`config.mk`:
```
export PLATFORM = sky130hd
export DESIGN_NAME = pcie_tx_arbiter
export DESIGN_NICKNAME = d
export VERILOG_FILES = /design/src/rtl/pcie_tx_pkg.sv /design/src/rtl/rr_pick.sv /design/src/rtl/pcie_tx_arbiter.sv
export SDC_FILE = /design/constraint.sdc
export NUM_CORES = 1
export LEC_CHECK = 0
export CAP_MARGIN = 25
export CORE_MARGIN = 10
export CORE_UTILIZATION = 33
export DETAILED_ROUTE_END_ITERATION = 12
export GPL_TIMING_DRIVEN = 0
export PLACE_DENSITY_LB_ADDON = 0.1
export SLEW_MARGIN = 15
export SYNTH_ARGS = -nofsm -noshare
export SYNTH_HDL_FRONTEND = slang
export SYNTH_HIERARCHICAL = 1
export SYNTH_SLANG_ARGS = --single-unit
```
`constraint.sdc`:
```
create_clock -name user_clk -period 5.3 [get_ports user_clk]
set_clock_uncertainty 0.1 [all_clocks]
set_input_delay 0.795 -clock user_clk [delete_from_list [all_inputs] [get_ports user_clk]]
set_output_delay 0.795 -clock user_clk [all_outputs]
set_load 0.03 [all_outputs]
```
`src/rtl/pcie_tx_pkg.sv`:
```
// Shared definitions for the PCIe TX arbiter slice.
//  - State encoding for the arbiter FSM.
//  - AXI-stream field widths of the core's s_axis_tx_* port.
//  - Width of the grant index / round-robin pointer (covers up to 8 requesters).
//  - Helper to size the per-packet beat counter.
package pcie_tx_pkg;

   typedef enum logic [1:0] {
      ST_IDLE = 2'd0,
      ST_BUSY = 2'd1,
      ST_CFG  = 2'd2
   } state_e;

   localparam int TDATA_W = 64;
   localparam int TKEEP_W = 8;
   localparam int TUSER_W = 4;
   localparam int GRANT_W = 3;

   // Counter must be able to hold the value max_beats itself (saturation point).
   function automatic int cnt_width(input int max_beats);
      return $clog2(max_beats + 1);
   endfunction

endpackage

```
`src/rtl/rr_pick.sv`:
```
// Round-robin picker, purely combinational.
// Scans the valid vector starting at rr_ptr+1 (mod N) and returns the first
// set requester both as a one-hot vector and as a binary index.
// Ports:
//  valid        in   N        request vector
//  rr_ptr       in   GRANT_W  last served requester
//  pick_onehot  out  N        one-hot winner, all zero when nothing is valid
//  pick_idx     out  GRANT_W  winner index, zero when nothing is valid
module rr_pick
   import pcie_tx_pkg::*;
#(
   parameter int N = 2
) (
   input  logic [N-1:0]       valid,
   input  logic [GRANT_W-1:0] rr_ptr,
   output logic [N-1:0]       pick_onehot,
   output logic [GRANT_W-1:0] pick_idx
);

   localparam int PW = GRANT_W + 1;

   logic [PW-1:0] pos_s;
   logic          hit_s;
   logic          found_s;

   // Walk positions rr_ptr+1 .. rr_ptr+N; the first valid one wins.
   always_comb begin
      pick_onehot = '0;
      pick_idx    = '0;
      found_s     = 1'b0;
      pos_s       = '0;
      hit_s       = 1'b0;
      for (int k = 1; k <= N; k++) begin
         // rr_ptr < N and k <= N, so a single subtraction wraps correctly.
         pos_s = {1'b0, rr_ptr} + PW'(k);
         if (pos_s >= PW'(N)) begin
            pos_s = pos_s - PW'(N);
         end else begin
            pos_s = pos_s;
         end
         for (int i = 0; i < N; i++) begin
            hit_s          = !found_s && valid[i] && (pos_s == PW'(i));
            pick_onehot[i] = pick_onehot[i] | hit_s;
            pick_idx       = hit_s ? GRANT_W'(i) : pick_idx;
            found_s        = found_s | hit_s;
         end
      end
   end

endmodule

```
`src/rtl/pcie_tx_arbiter.sv`:
```
// Packet-level arbiter for the single 64-bit TX AXI-stream channel of the PCIe slot.
// N requester engines share the channel round-robin; a TLP is never split or
// interleaved. The core can claim the channel between packets via tx_cfg_req.
// Ports:
//  user_clk, user_reset              clock, async active-high reset
//  req_tdata/tkeep/tuser/tlast/tvalid requester i in slice i of each bus
//  req_tready                         per-requester accept
//  s_axis_tx_*                        AXI-stream towards the core
//  tx_cfg_req / tx_cfg_gnt            core channel request / yield
//  grant_idx                          owner of the channel while BUSY
//  err_overlong                       sticky, an open packet reached MAX_BEATS beats
module pcie_tx_arbiter
   import pcie_tx_pkg::*;
#(
   parameter int N         = 2,
   parameter int MAX_BEATS = 512
) (
   input  logic                   user_clk,
   input  logic                   user_reset,
   input  logic [N*TDATA_W-1:0]   req_tdata,
   input  logic [N*TKEEP_W-1:0]   req_tkeep,
   input  logic [N*TUSER_W-1:0]   req_tuser,
   input  logic [N-1:0]           req_tlast,
   input  logic [N-1:0]           req_tvalid,
   output logic [N-1:0]           req_tready,
   output logic [TDATA_W-1:0]     s_axis_tx_tdata,
   output logic [TKEEP_W-1:0]     s_axis_tx_tkeep,
   output logic [TUSER_W-1:0]     s_axis_tx_tuser,
   output logic                   s_axis_tx_tlast,
   output logic                   s_axis_tx_tvalid,
   input  logic                   s_axis_tx_tready,
   input  logic                   tx_cfg_req,
   output logic                   tx_cfg_gnt,
   output logic [GRANT_W-1:0]     grant_idx,
   output logic                   err_overlong
);

   localparam int                CNT_W   = cnt_width(MAX_BEATS);
   localparam logic [CNT_W-1:0]  CNT_MAX = CNT_W'(MAX_BEATS);
   // A non-last beat moving while the count already sits here brings it to MAX_BEATS.
   localparam logic [CNT_W-1:0]  CNT_LIM = CNT_W'(MAX_BEATS - 1);
   localparam logic [CNT_W-1:0]  CNT_ONE = CNT_W'(1);

   state_e               state_r;
   logic [GRANT_W-1:0]   grant_r;
   logic [GRANT_W-1:0]   rr_ptr_r;
   logic [CNT_W-1:0]     beat_cnt_r;
   logic                 err_r;
   logic                 cfg_gnt_r;

   logic [N-1:0]         pick_onehot_s;
   logic [GRANT_W-1:0]   pick_idx_s;
   logic                 pick_any_s;
   logic                 beat_fire_s;

   rr_pick #(
      .N (N)
   ) u_rr_pick (
      .valid       (req_tvalid),
      .rr_ptr      (rr_ptr_r),
      .pick_onehot (pick_onehot_s),
      .pick_idx    (pick_idx_s)
   );

   assign pick_any_s   = |pick_onehot_s;
   assign beat_fire_s  = s_axis_tx_tvalid & s_axis_tx_tready;
   assign tx_cfg_gnt   = cfg_gnt_r;
   assign grant_idx    = grant_r;
   assign err_overlong = err_r;

   // Output mux: only the granted requester is connected, and only while BUSY,
   // so IDLE/CFG (and reset, which forces IDLE) present an all-zero channel.
   always_comb begin
      s_axis_tx_tdata  = '0;
      s_axis_tx_tkeep  = '0;
      s_axis_tx_tuser  = '0;
      s_axis_tx_tlast  = 1'b0;
      s_axis_tx_tvalid = 1'b0;
      req_tready       = '0;
      for (int i = 0; i < N; i++) begin
         if ((state_r == ST_BUSY) && (grant_r == GRANT_W'(i))) begin
            s_axis_tx_tdata  = req_tdata[i*TDATA_W +: TDATA_W];
            s_axis_tx_tkeep  = req_tkeep[i*TKEEP_W +: TKEEP_W];
            s_axis_tx_tuser  = req_tuser[i*TUSER_W +: TUSER_W];
            s_axis_tx_tlast  = req_tlast[i];
            s_axis_tx_tvalid = req_tvalid[i];
            req_tready[i]    = s_axis_tx_tready;
         end else begin
            req_tready[i]    = 1'b0;
         end
      end
   end

   // Arbiter FSM, beat counter, round-robin pointer and sticky error.
   always_ff @(posedge user_clk or posedge user_reset) begin
      if (user_reset) begin
         state_r    <= ST_IDLE;
         grant_r    <= '0;
         rr_ptr_r   <= GRANT_W'(N - 1);
         beat_cnt_r <= '0;
         err_r      <= 1'b0;
         cfg_gnt_r  <= 1'b0;
      end else begin
         case (state_r)
            ST_IDLE: begin
               // Core request takes priority over any pending requester.
               if (tx_cfg_req) begin
                  state_r   <= ST_CFG;
                  cfg_gnt_r <= 1'b1;
               end else if (pick_any_s) begin
                  state_r    <= ST_BUSY;
                  grant_r    <= pick_idx_s;
                  beat_cnt_r <= '0;
               end else begin
                  state_r <= ST_IDLE;
               end
            end
            ST_BUSY: begin
               // tx_cfg_req is deliberately not looked at until the packet ends.
               if (beat_fire_s) begin
                  if (s_axis_tx_tlast) begin
                     rr_ptr_r   <= grant_r;
                     beat_cnt_r <= '0;
                     grant_r    <= '0;
                     state_r    <= ST_IDLE;
                  end else begin
                     if (beat_cnt_r != CNT_MAX) begin
                        beat_cnt_r <= beat_cnt_r + CNT_ONE;
                     end else begin
                        beat_cnt_r <= beat_cnt_r;
                     end
                     // Grant is kept; the packet still runs to its tlast.
                     if (beat_cnt_r >= CNT_LIM) begin
                        err_r <= 1'b1;
                     end else begin
                        err_r <= err_r;
                     end
                  end
               end else begin
                  state_r <= ST_BUSY;
               end
            end
            ST_CFG: begin
               if (!tx_cfg_req) begin
                  state_r   <= ST_IDLE;
                  cfg_gnt_r <= 1'b0;
               end else begin
                  state_r <= ST_CFG;
               end
            end
            default: begin
               state_r    <= ST_IDLE;
               grant_r    <= '0;
               beat_cnt_r <= '0;
               cfg_gnt_r  <= 1'b0;
            end
         endcase
      end
   end

endmodule

```
==> impl_metrics.json, run 1 <==
{
  "power_per_cell_area_nw_per_um2": 366,
  "final_cell_mix": "clkdlybuf4s50_1 (244), nor2_1 (87), mux2i_1 (79)",
  "final_cell_area_um2": 5090,
  "clock.fmax_mhz": 279,
  "groute.usage.overall": 0.249,
  "synthDistinctLibCells": 41,
  "final_min_period_over_clock_period": 0.676,
  "cts_root_buf": "clkbuf_8",
  "grt_antenna_before_repair": 0,
  "diodes": 0,
  "reg2reg_setup_slack_ns": 1.85,
  "die_y_um": 106,
  "clk-insertion-delay-late_ns": 0.26,
  "finalSetupViolCount": 0,
  "syn-mean-instance-area_um2": 7.64,
  "fp.coreArea_um2": 7250,
  "drt-initial-drc-count": 139,
  "worstHoldEndpoint": "err_overlong$_DFFE_PP0P_",
  "holdCritStartpoint": "err_overlong$_DFFE_PP0P_",
  "vdd_ir_drop_max_uv": 224,
  "ioPinCount": 245,
  "core.rowCount": 31,
  "grt_start_max_net_pins": 21,
  "arrival_ns": 2.69,
  "minimum_setup_slack_in_the_final_design_ns": 1.72,
  "cts_num_sinks": 20,
  "cts.clk_slew.worst_paths_ns": 0.08,
  "seq_area_frac_synth": 0.204,
  "finalNonFillerCells": 669,
  "r2r-end": "beat_cnt_r[5]$_DFFE_PP0P_",
  "global_route_wire_length_before_repair_um": 21500,
  "finalSetupTns_ns": 0,
  "total_power_uw": 1870,
  "crit_path_max_fanout": 10,
  "netlist_area_before_placement_um2": 2450,
  "nets": 740,
  "drt.antenna.violating_nets": 0,
  "detail_route.first_pass.iterations": 4,
  "global_route.overflow_total": 0,
  "layout_overhead_on_the_synthesized_area_pct": 108,
  "dpl.cell_count": 665,
  "timing.critical_path.required_ns": 4.41,
  "timing.final.hold_violations": 0,
  "hold_path_class": "register to register",
  "synthesis.instances": 321,
  "floorplan.die_area_um2": 11300,
  "cts_inserted_buffers": 3,
  "die_x_um": 106,
  "initial_utilization": 0.338,
  "min_delay_path_depth": 2,
  "end_kind": "output pin",
  "drive_above_1_share": 0.0404,
  "final.fill_count": 609,
  "dominantRegCellSynth": "dfrtp_1",
  "detail_route.vias_per_cell": 4.96,
  "multiInputGateArea_um2": 1820,
  "hpwl_um": 13200,
  "worstReg2RegStart": "rr_ptr_r[0]$_DFFE_PP1P_",
  "maxCapViolCount": 0,
  "criticalPathCategory": "register to output pin",
  "ctsLongestPathBuffers": 2,
  "routed-via-count": 3315,
  "ys_async_sr_fraction": 1.00,
  "first_global_vias": 3352,
  "regArea_um2": 502,
  "dpl_worst_slack_ns": 1.87,
  "ys_seq_elements": 20,
  "yosys_warnings": 6,
  "numPortBuffers": 244,
  "number_of_enable_type_register_cells_in_the_synthesized_netlist": 0,
  "grt_setup_unrepaired": "false",
  "outcome": "complete, no violations",
  "detail_route.wirelength_um": 15000,
  "dpl_cell_area_um2": 5020,
  "postCtsSetupBuffers": 0,
  "layout.cells.most_common": "clkdlybuf4s50_1",
  "cts-resized-gates": 0,
  "timing.reg2reg.worst_path_depth": 13,
  "power.leakage_uw": 0.00192,
  "drc_viols": 0,
  "cts_tree": "yes",
  "postCtsHoldBufs": 0,
  "gp_congestion": 0.911,
  "timing.max_slew.rel_slack": 0.503,
  "final_period_minus_worst_setup_slack_ns": 3.58,
  "detail_route.wl_per_cell_um": 22.3,
  "max_slew.worst_pin.slew_ns": 0.744,
  "cts_max_level": 1,
  "startpoint_type": "register",
  "timing.final.max_slew_violations": 0
}
## per-stage QoR
step                hold slack [ns]   util
finish                        0.365  0.702
global route                  0.399  0.702
CTS                           0.371  0.702
detailed placement            0.353  0.693
global placement              0.356  0.693
floorplan                     0.367      -
## how the worst max path moves through the flow
| stage | to | from | cells after the start |
|---|---|---|---|
| floorplan | beat_cnt_r[5]$_DFFE_PP0P_ | rr_ptr_r[0]$_DFFE_PP1P_ | 13 |
| global placement | req_tready[1] | s_axis_tx_tready | 5 |
| detailed placement | beat_cnt_r[9]$_DFFE_PP0P_ | rr_ptr_r[0]$_DFFE_PP1P_ | 13 |
| CTS | s_axis_tx_tdata[39] | grant_idx[0]$_DFFE_PP0P_ | 5 |
| global route | s_axis_tx_tdata[42] | grant_idx[0]$_DFFE_PP0P_ | 5 |
| finish | s_axis_tx_tdata[40] | grant_idx[0]$_DFFE_PP0P_ | 5 |
## critical path, stage by stage, from the launching register on
cell	delay (ns)
dfrtp_1	0.44
clkbuf_1	0.37
clkbuf_1	0.60
mux2i_1	0.16
nor2_1	0.11
clkdlybuf4s50_1	0.73
## per-layer routing
| layer | routed length (µm) | global-route usage |
|---|---|---|
| met1 | 5600 | 0.274 |
| met2 | 7150 | 0.425 |
| met3 | 1950 | 0.123 |
| met4 | 241 | 0.0474 |
| met5 | 0 | 0 |
## report_power, final
part / total (µW) / switching [µW] / internal, µW
registers: 223 / 40.0 / 183
clock network: 155 / 54.1 / 101
logic: 1490 / 852 / 636
## cell type report
type	instances	area share
flip-flops and latches	20	0.0985
clock inverters	1	0.00589
multi-input cells	269	0.356
well taps	99	0.0243
clock buffers	3	0.00810
inverters	13	0.00958
repair buffers	244	0.479
plain buffers	20	0.0179
## flip-flops by register name, indices dropped and copies added (netlist names)
| signal | count |
|---|---|
| beat_cnt_r | 10 |
| err_overlong | 1 |
| grant_idx | 3 |
| rr_ptr_r | 3 |
| state_r | 2 |
| tx_cfg_gnt | 1 |
## kinds of logic after synthesis
family	after synthesis	share of synthesized area
AO/OA/AOI/OAI	37	0.104
XOR/XNOR	1	0.00663
adder cells (fa/ha/maj)	10	0.0500
buffers and inverters	33	0.0571
flip-flops	20	0.204
multiplexers	79	0.322
other	1	0.00153
AND/OR/NAND/NOR	140	0.254
## Yosys cell counts, types with 2 or more instances
cell	n	area, µm²
or2_2	2	12.5
ha_1	9	113
inv_1	13	48.8
o21ai_0	14	70.1
buf_2	7	35.0
a31oi_1	2	12.5
a21oi_1	4	20.0
nand3_1	7	35.0
and3_1	2	12.5
dfrtp_1	19	475
nand2_1	16	60.1
mux2i_1	79	791
buf_4	2	15.0
o31ai_1	7	52.6
nor2b_1	8	50.1
nand4_1	2	12.5
buf_1	6	22.5
nand2b_1	6	37.5
nor3_1	4	20.0
nor2_1	87	327
clkbuf_1	5	18.8
Note: power is estimated with default switching activity, not from simulation.
==> run 2: changes to the inputs <==
--- a/config.mk
+++ b/config.mk
@@ -7,7 +7,7 @@
 export LEC_CHECK = 0
 export CAP_MARGIN = 25
 export CORE_MARGIN = 10
-export CORE_UTILIZATION = 33
+export CORE_UTILIZATION = 27
 export DETAILED_ROUTE_END_ITERATION = 12
 export GPL_TIMING_DRIVEN = 0
 export PLACE_DENSITY_LB_ADDON = 0.1
==> constraint.sdc (replaced) <==
create_clock -name user_clk -period 2.9 [get_ports user_clk]
set_clock_uncertainty 0.1 [all_clocks]
set_input_delay 0.435 -clock user_clk [delete_from_list [all_inputs] [get_ports user_clk]]
set_output_delay 0.435 -clock user_clk [all_outputs]
set_load 0.03 [all_outputs]
==> run 2 against run 1 <==
- the flow now finishes with violations (setup timing)
- non-clock buffer count increased by 9
- wire length increased by 0.82%
- combinational power increased by 87%
- core utilization decreased by 9.6 points
- largest cell class unchanged
- largest power group unchanged
==> impl_metrics.json, run 2 (synthesis results as in run 1) <==
{
  "cts_num_sinks": 20,
  "groute.usage.overall": 0.204,
  "clock.fmax_mhz": 321,
  "final_period_minus_worst_setup_slack_ns": 3.11,
  "minimum_setup_slack_in_the_final_design_ns": -0.214,
  "die_y_um": 115,
  "crit_path_max_fanout": 5,
  "grt_setup_unrepaired": "true",
  "arrival_ns": 3.19,
  "global_route_wire_length_before_repair_um": 21200,
  "detail_route.wl_per_cell_um": 21.9,
  "drt.antenna.violating_nets": 0,
  "die_x_um": 115,
  "first_global_vias": 3318,
  "finalSetupViolCount": 13,
  "vdd_ir_drop_max_uv": 461,
  "power.leakage_uw": 0.00283,
  "maxCapViolCount": 0,
  "multiInputGateArea_um2": 1890,
  "layout.cells.most_common": "clkdlybuf4s50_1",
  "cts_max_level": 1,
  "drc_viols": 0,
  "numPortBuffers": 244,
  "critical_path.top_delay_family": "compound AO/OA/AOI/OAI gates",
  "cts_root_buf": "clkbuf_8",
  "final_cell_area_um2": 5310,
  "grt_start_max_net_pins": 21,
  "registers.top_by_ff_count": "beat_cnt_r",
  "nets": 749,
  "global_route.overflow_total": 0,
  "finalSetupTns_ns": -2.08,
  "detail_route.first_pass.iterations": 4,
  "gp_congestion": 0.821,
  "dpl.cell_count": 674,
  "drive_above_1_share": 0.111,
  "cts.clk_slew.worst_paths_ns": 0.08,
  "cts_inserted_buffers": 3,
  "initial_utilization": 0.280,
  "final_cell_mix": "clkdlybuf4s50_1 (170), nor2_1 (87), mux2i_1 (79)",
  "timing.max_slew.rel_slack": 0.484,
  "layout_overhead_on_the_synthesized_area_pct": 116,
  "final.fill_count": 811,
  "floorplan.die_area_um2": 13300,
  "core.rowCount": 34,
  "clk-insertion-delay-late_ns": 0.26,
  "hpwl_um": 12900,
  "fp.coreArea_um2": 8760,
  "ctsLongestPathBuffers": 2,
  "path_cells": "inv_2 -> ha_4 -> inv_4 -> ha_4 -> nand2b_1 -> a21o_1 -> a221o_1 -> o41ai_2 -> o21bai_1 -> o221a_2 -> o21bai_4 -> or2_4 -> o31ai_2",
  "grt_antenna_before_repair": 0,
  "cts_tree": "yes",
  "criticalPathCategory": "register to register",
  "max_slew.worst_pin.slew_ns": 0.773,
  "timing.critical_path.buf_inv": 2,
  "slowest_cp_cell": "dfstp_2",
  "drt-initial-drc-count": 219,
  "detail_route.wirelength_um": 15100,
  "end_kind": "register",
  "worst_path_most_repeated_cell": "ha_4",
  "routed-via-count": 3281,
  "timing.final.hold_violations": 0,
  "power_per_cell_area_nw_per_um2": 655,
  "max_stage_delay_ns": 0.59,
  "dpl_cell_area_um2": 5060,
  "timing.critical_path.required_ns": 2.97,
  "regArea_um2": 502,
  "timing.final.max_slew_violations": 0,
  "largest_register_ff_count": 10,
  "final_hold_slack_ns": 0.381,
  "postCtsHoldBufs": 0,
  "finalNonFillerCells": 688,
  "ioPinCount": 245,
  "startpoint_type": "register",
  "hold_path_class": "register to register",
  "final_min_period_over_clock_period": 1.07,
  "failed_checks": "setup timing",
  "detail_route.vias_per_cell": 4.77,
  "final_core_utilization": 0.606,
  "outcome": "finished, violations left"
}
-- run 2: cell types whose count changed in the layout (fill, tap and decap cells not counted), sizes merged --
| cell | change |
|---|---|
| buf | +5 |
| clkbuf | +15 |
| clkdlybuf4s15 | +6 |
| clkdlybuf4s50 | -74 |
| diode | +1 |
| dlygate4sd2 | +15 |
| dlymetal6s2s | +42 |
-- run 2: cell type report --
class | instances | share of cell area
tap | 108 | 0.0254
clock inverter | 1 | 0.00566
buffer | 20 | 0.0200
timing repair buffer | 253 | 0.480
antenna | 1 | 0.000471
multi-input combinational | 269 | 0.356
sequential | 20 | 0.0945
clock buffer | 3 | 0.00778
inverter | 13 | 0.00966
-- run 2: worst reg2reg max path, cell delays in order (launching register included) --
cell,delay [ns]
dfstp_2,0.59
inv_2,0.06
ha_4,0.28
inv_4,0.04
ha_4,0.25
nand2b_1,0.05
a21o_1,0.16
a221o_1,0.34
o41ai_2,0.07
o21bai_1,0.13
o221a_2,0.29
o21bai_4,0.20
or2_4,0.29
o31ai_2,0.19
-- run 2: per-layer routing --
metal,vias up,part of all wire,global-route usage
met5,-,0,0
met4,0,0.0029,0.0173
met3,4,0.093,0.0849
met2,124,0.52,0.368
met1,1532,0.38,0.226
li1,1621,-,-
-- run 2: path summary, 6_finish.rpt --
check                      slack [ns]  cells after the start                      from                        end
min                              0.38                      2  err_overlong$_DFFE_PP0P_   err_overlong$_DFFE_PP0P_
max                             -0.21                     13   rr_ptr_r[0]$_DFFE_PP1P_  beat_cnt_r[5]$_DFFE_PP0P_
min reg2reg                      0.38                      2  err_overlong$_DFFE_PP0P_   err_overlong$_DFFE_PP0P_
min in group asynchronous        0.52                      2                user_reset    rr_ptr_r[1]$_DFFE_PP0P_
max in group asynchronous        1.69                      2                user_reset  beat_cnt_r[2]$_DFFE_PP0P_
max reg2reg                     -0.21                     13   rr_ptr_r[0]$_DFFE_PP1P_  beat_cnt_r[5]$_DFFE_PP0P_
-- run 2: timing repair --
item	CTS	global route
pin swaps	6	1
setup endpoints to repair	92	79
resized for setup	48	83
buffers inserted	7	2
cloned	0	0
-- run 2: per-stage QoR --
step           power, µW  setup WS, ns
5_1_grt             3710        -0.370
3_3_place_gp        3140        -0.321
6_report            3480        -0.214
2_1_floorplan       2050       -0.0675
4_1_cts             3480        -0.199
3_5_place_dp        3160        -0.370
-- run 2: power breakdown --
part	total, µW	internal, µW	switching, µW
registers	405	334	70.7
clock network	284	184	99.3
logic	2790	1190	1600
==> run 3: changes to the inputs <==
--- a/config.mk
+++ b/config.mk
@@ -8,6 +8,7 @@
 export CAP_MARGIN = 25
 export CORE_MARGIN = 10
 export CORE_UTILIZATION = 27
+export CTS_BUF_LIST = sky130_fd_sc_hd__clkbuf_16
 export DETAILED_ROUTE_END_ITERATION = 12
 export GPL_TIMING_DRIVEN = 0
 export PLACE_DENSITY_LB_ADDON = 0.1
==> run 3 against run 2 <==
- the run still ends with setup timing left
- cell area up 0.92%
- sequential power about the same
- global-route usage up 0.053 points
- largest power group unchanged
- critical path depth up 1
- fmax down 0.40%
- register-to-register slack about the same
- sequential cell count unchanged
- cell count down 0.15%
==> impl_metrics.json, run 3 (synthesis results as in run 1) <==
{
  "die_x_um": 115,
  "startpoint_type": "register",
  "nets": 749,
  "power_per_cell_area_nw_per_um2": 670,
  "timing.final.hold_violations": 0,
  "grt_start_max_net_pins": 21,
  "drive_above_1_share": 0.104,
  "criticalPathCategory": "register to register",
  "cts.clk_slew.worst_paths_ns": 0.06,
  "global_route.overflow_total": 0,
  "groute.usage.overall": 0.204,
  "core.rowCount": 34,
  "layout_overhead_on_the_synthesized_area_pct": 118,
  "grt_antenna_before_repair": 0,
  "final_min_period_over_clock_period": 1.08,
  "multiInputGateArea_um2": 1890,
  "detail_route.wl_per_cell_um": 22.0,
  "outcome": "finished, violations left",
  "die_y_um": 115,
  "detail_route.first_pass.iterations": 6,
  "registers.top_by_ff_count": "beat_cnt_r",
  "timing.max_slew.rel_slack": 0.483,
  "global_route_wire_length_before_repair_um": 21000,
  "gp_congestion": 0.821,
  "largest_register_ff_count": 10,
  "fp.coreArea_um2": 8760,
  "met3RoutedLength_um": 1480,
  "cts_max_level": 1,
  "vdd_ir_drop_max_uv": 520,
  "ioPinCount": 245,
  "crit_path_max_fanout": 5,
  "detail_route.wirelength_um": 15100,
  "clk-insertion-delay-late_ns": 0.25,
  "grt_setup_unrepaired": "true",
  "minimum_setup_slack_in_the_final_design_ns": -0.226,
  "drc_viols": 0,
  "timing.critical_path.required_ns": 2.94,
  "arrival_ns": 3.16,
  "finalSetupViolCount": 13,
  "drt.antenna.violating_nets": 0,
  "hold_path_class": "register to register",
  "cts_tree": "yes",
  "ctsLongestPathBuffers": 2,
  "final_cell_mix": "clkdlybuf4s50_1 (175), nor2_1 (87), mux2i_1 (79)",
  "initial_utilization": 0.280,
  "detail_route.vias_per_cell": 4.70,
  "hpwl_um": 12900,
  "final_cell_area_um2": 5360,
  "maxCapViolCount": 0,
  "cts_inserted_buffers": 3,
  "power.leakage_uw": 0.00284,
  "final_period_minus_worst_setup_slack_ns": 3.13,
  "drt-initial-drc-count": 231,
  "floorplan.die_area_um2": 13300,
  "routed-via-count": 3232,
  "failed_checks": "setup timing",
  "final.fill_count": 808,
  "regArea_um2": 502,
  "finalSetupTns_ns": -2.16,
  "diodes": 0,
  "cts_root_buf": "clkbuf_16",
  "first_global_vias": 3270,
  "dpl_cell_area_um2": 5060,
  "highest-signal-layer": "met4",
  "wl_met1_um": 5620,
  "end_kind": "register",
  "final_hold_slack_ns": 0.374,
  "max_slew.worst_pin.slew_ns": 0.774,
  "layout.cells.most_common": "clkdlybuf4s50_1",
  "cts_num_sinks": 20,
  "dpl_worst_slack_ns": -0.370,
  "numPortBuffers": 244,
  "clock.fmax_mhz": 320,
  "timing.final.max_slew_violations": 0,
  "postCtsHoldBufs": 0,
  "met2_length_um": 7970
}
run 3: changes by cell type in the layout (fill, tap and decap cells not counted), sizes merged:
cell           previous run  this run
clkbuf                   23        19
clkdlybuf4s15             6         3
clkdlybuf4s50           170       175
diode                     1         0
dlygate4sd2              15        17
run 3: what timing repair did:
item,4_1_cts,5_1_grt
pin swaps,7,1
resized for setup,43,72
buffers inserted,7,2
endpoints found under the setup margin,92,84
run 3: cell type report:
| cell class | count | share of cell area |
|---|---|---|
| Clock buffer | 3 | 0.0140 |
| Tap cell | 108 | 0.0252 |
| Inverter | 13 | 0.00957 |
| Clock inverter | 1 | 0.00560 |
| Timing Repair Buffer | 253 | 0.479 |
| Buffer | 20 | 0.0198 |
| Multi-Input combinational cell | 269 | 0.353 |
| Sequential cell | 20 | 0.0936 |
run 3: report_power, final:
group	leakage, µW	internal (µW)	switching, µW	total (µW)
logic	0.00253	1210	1600	2800
registers	0.000263	335	71.2	406
clock network	0.0000511	274	106	380
run 3: metrics by stage:
stage          total power (µW)  cells   util
2_1_floorplan              2050    322      -
4_1_cts                    3590    685  0.596
3_5_place_dp               3160    674  0.578
5_1_grt                    3820    687  0.612
3_3_place_gp               3140    674  0.578
6_report                   3590    687  0.612
run 3: worst paths after layout:
path	startpoint	to	slack [ns]	cells after the start
min in group asynchronous	user_reset	rr_ptr_r[1]$_DFFE_PP0P_	0.54	2
hold reg to reg	err_overlong$_DFFE_PP0P_	err_overlong$_DFFE_PP0P_	0.37	2
hold / removal	err_overlong$_DFFE_PP0P_	err_overlong$_DFFE_PP0P_	0.37	2
max in group asynchronous	user_reset	beat_cnt_r[2]$_DFFE_PP0P_	1.67	2
setup / recovery	rr_ptr_r[0]$_DFFE_PP1P_	beat_cnt_r[6]$_DFFE_PP0P_	-0.23	14
setup reg to reg	rr_ptr_r[0]$_DFFE_PP1P_	beat_cnt_r[6]$_DFFE_PP0P_	-0.23	14
run 3: routing by layer:
| layer | track usage | vias up |
|---|---|---|
| li1 | - | 1617 |
| met1 | 0.227 | 1476 |
| met2 | 0.375 | 137 |
| met3 | 0.0813 | 2 |
| met4 | 0.00743 | 0 |
| met5 | 0 | - |
run 3: worst max-delay path, cell delays in order, from the launching register on:
cell      delay [ns]
dfstp_2         0.58
inv_2           0.06
ha_4            0.28
inv_4           0.04
ha_4            0.25
nand2b_1        0.05
a21o_1          0.16
a221o_1         0.34
and3_1          0.18
o21bai_1        0.20
o221a_2         0.26
o21bai_4        0.15
buf_4           0.15
nor3_2          0.03
o22a_1          0.18
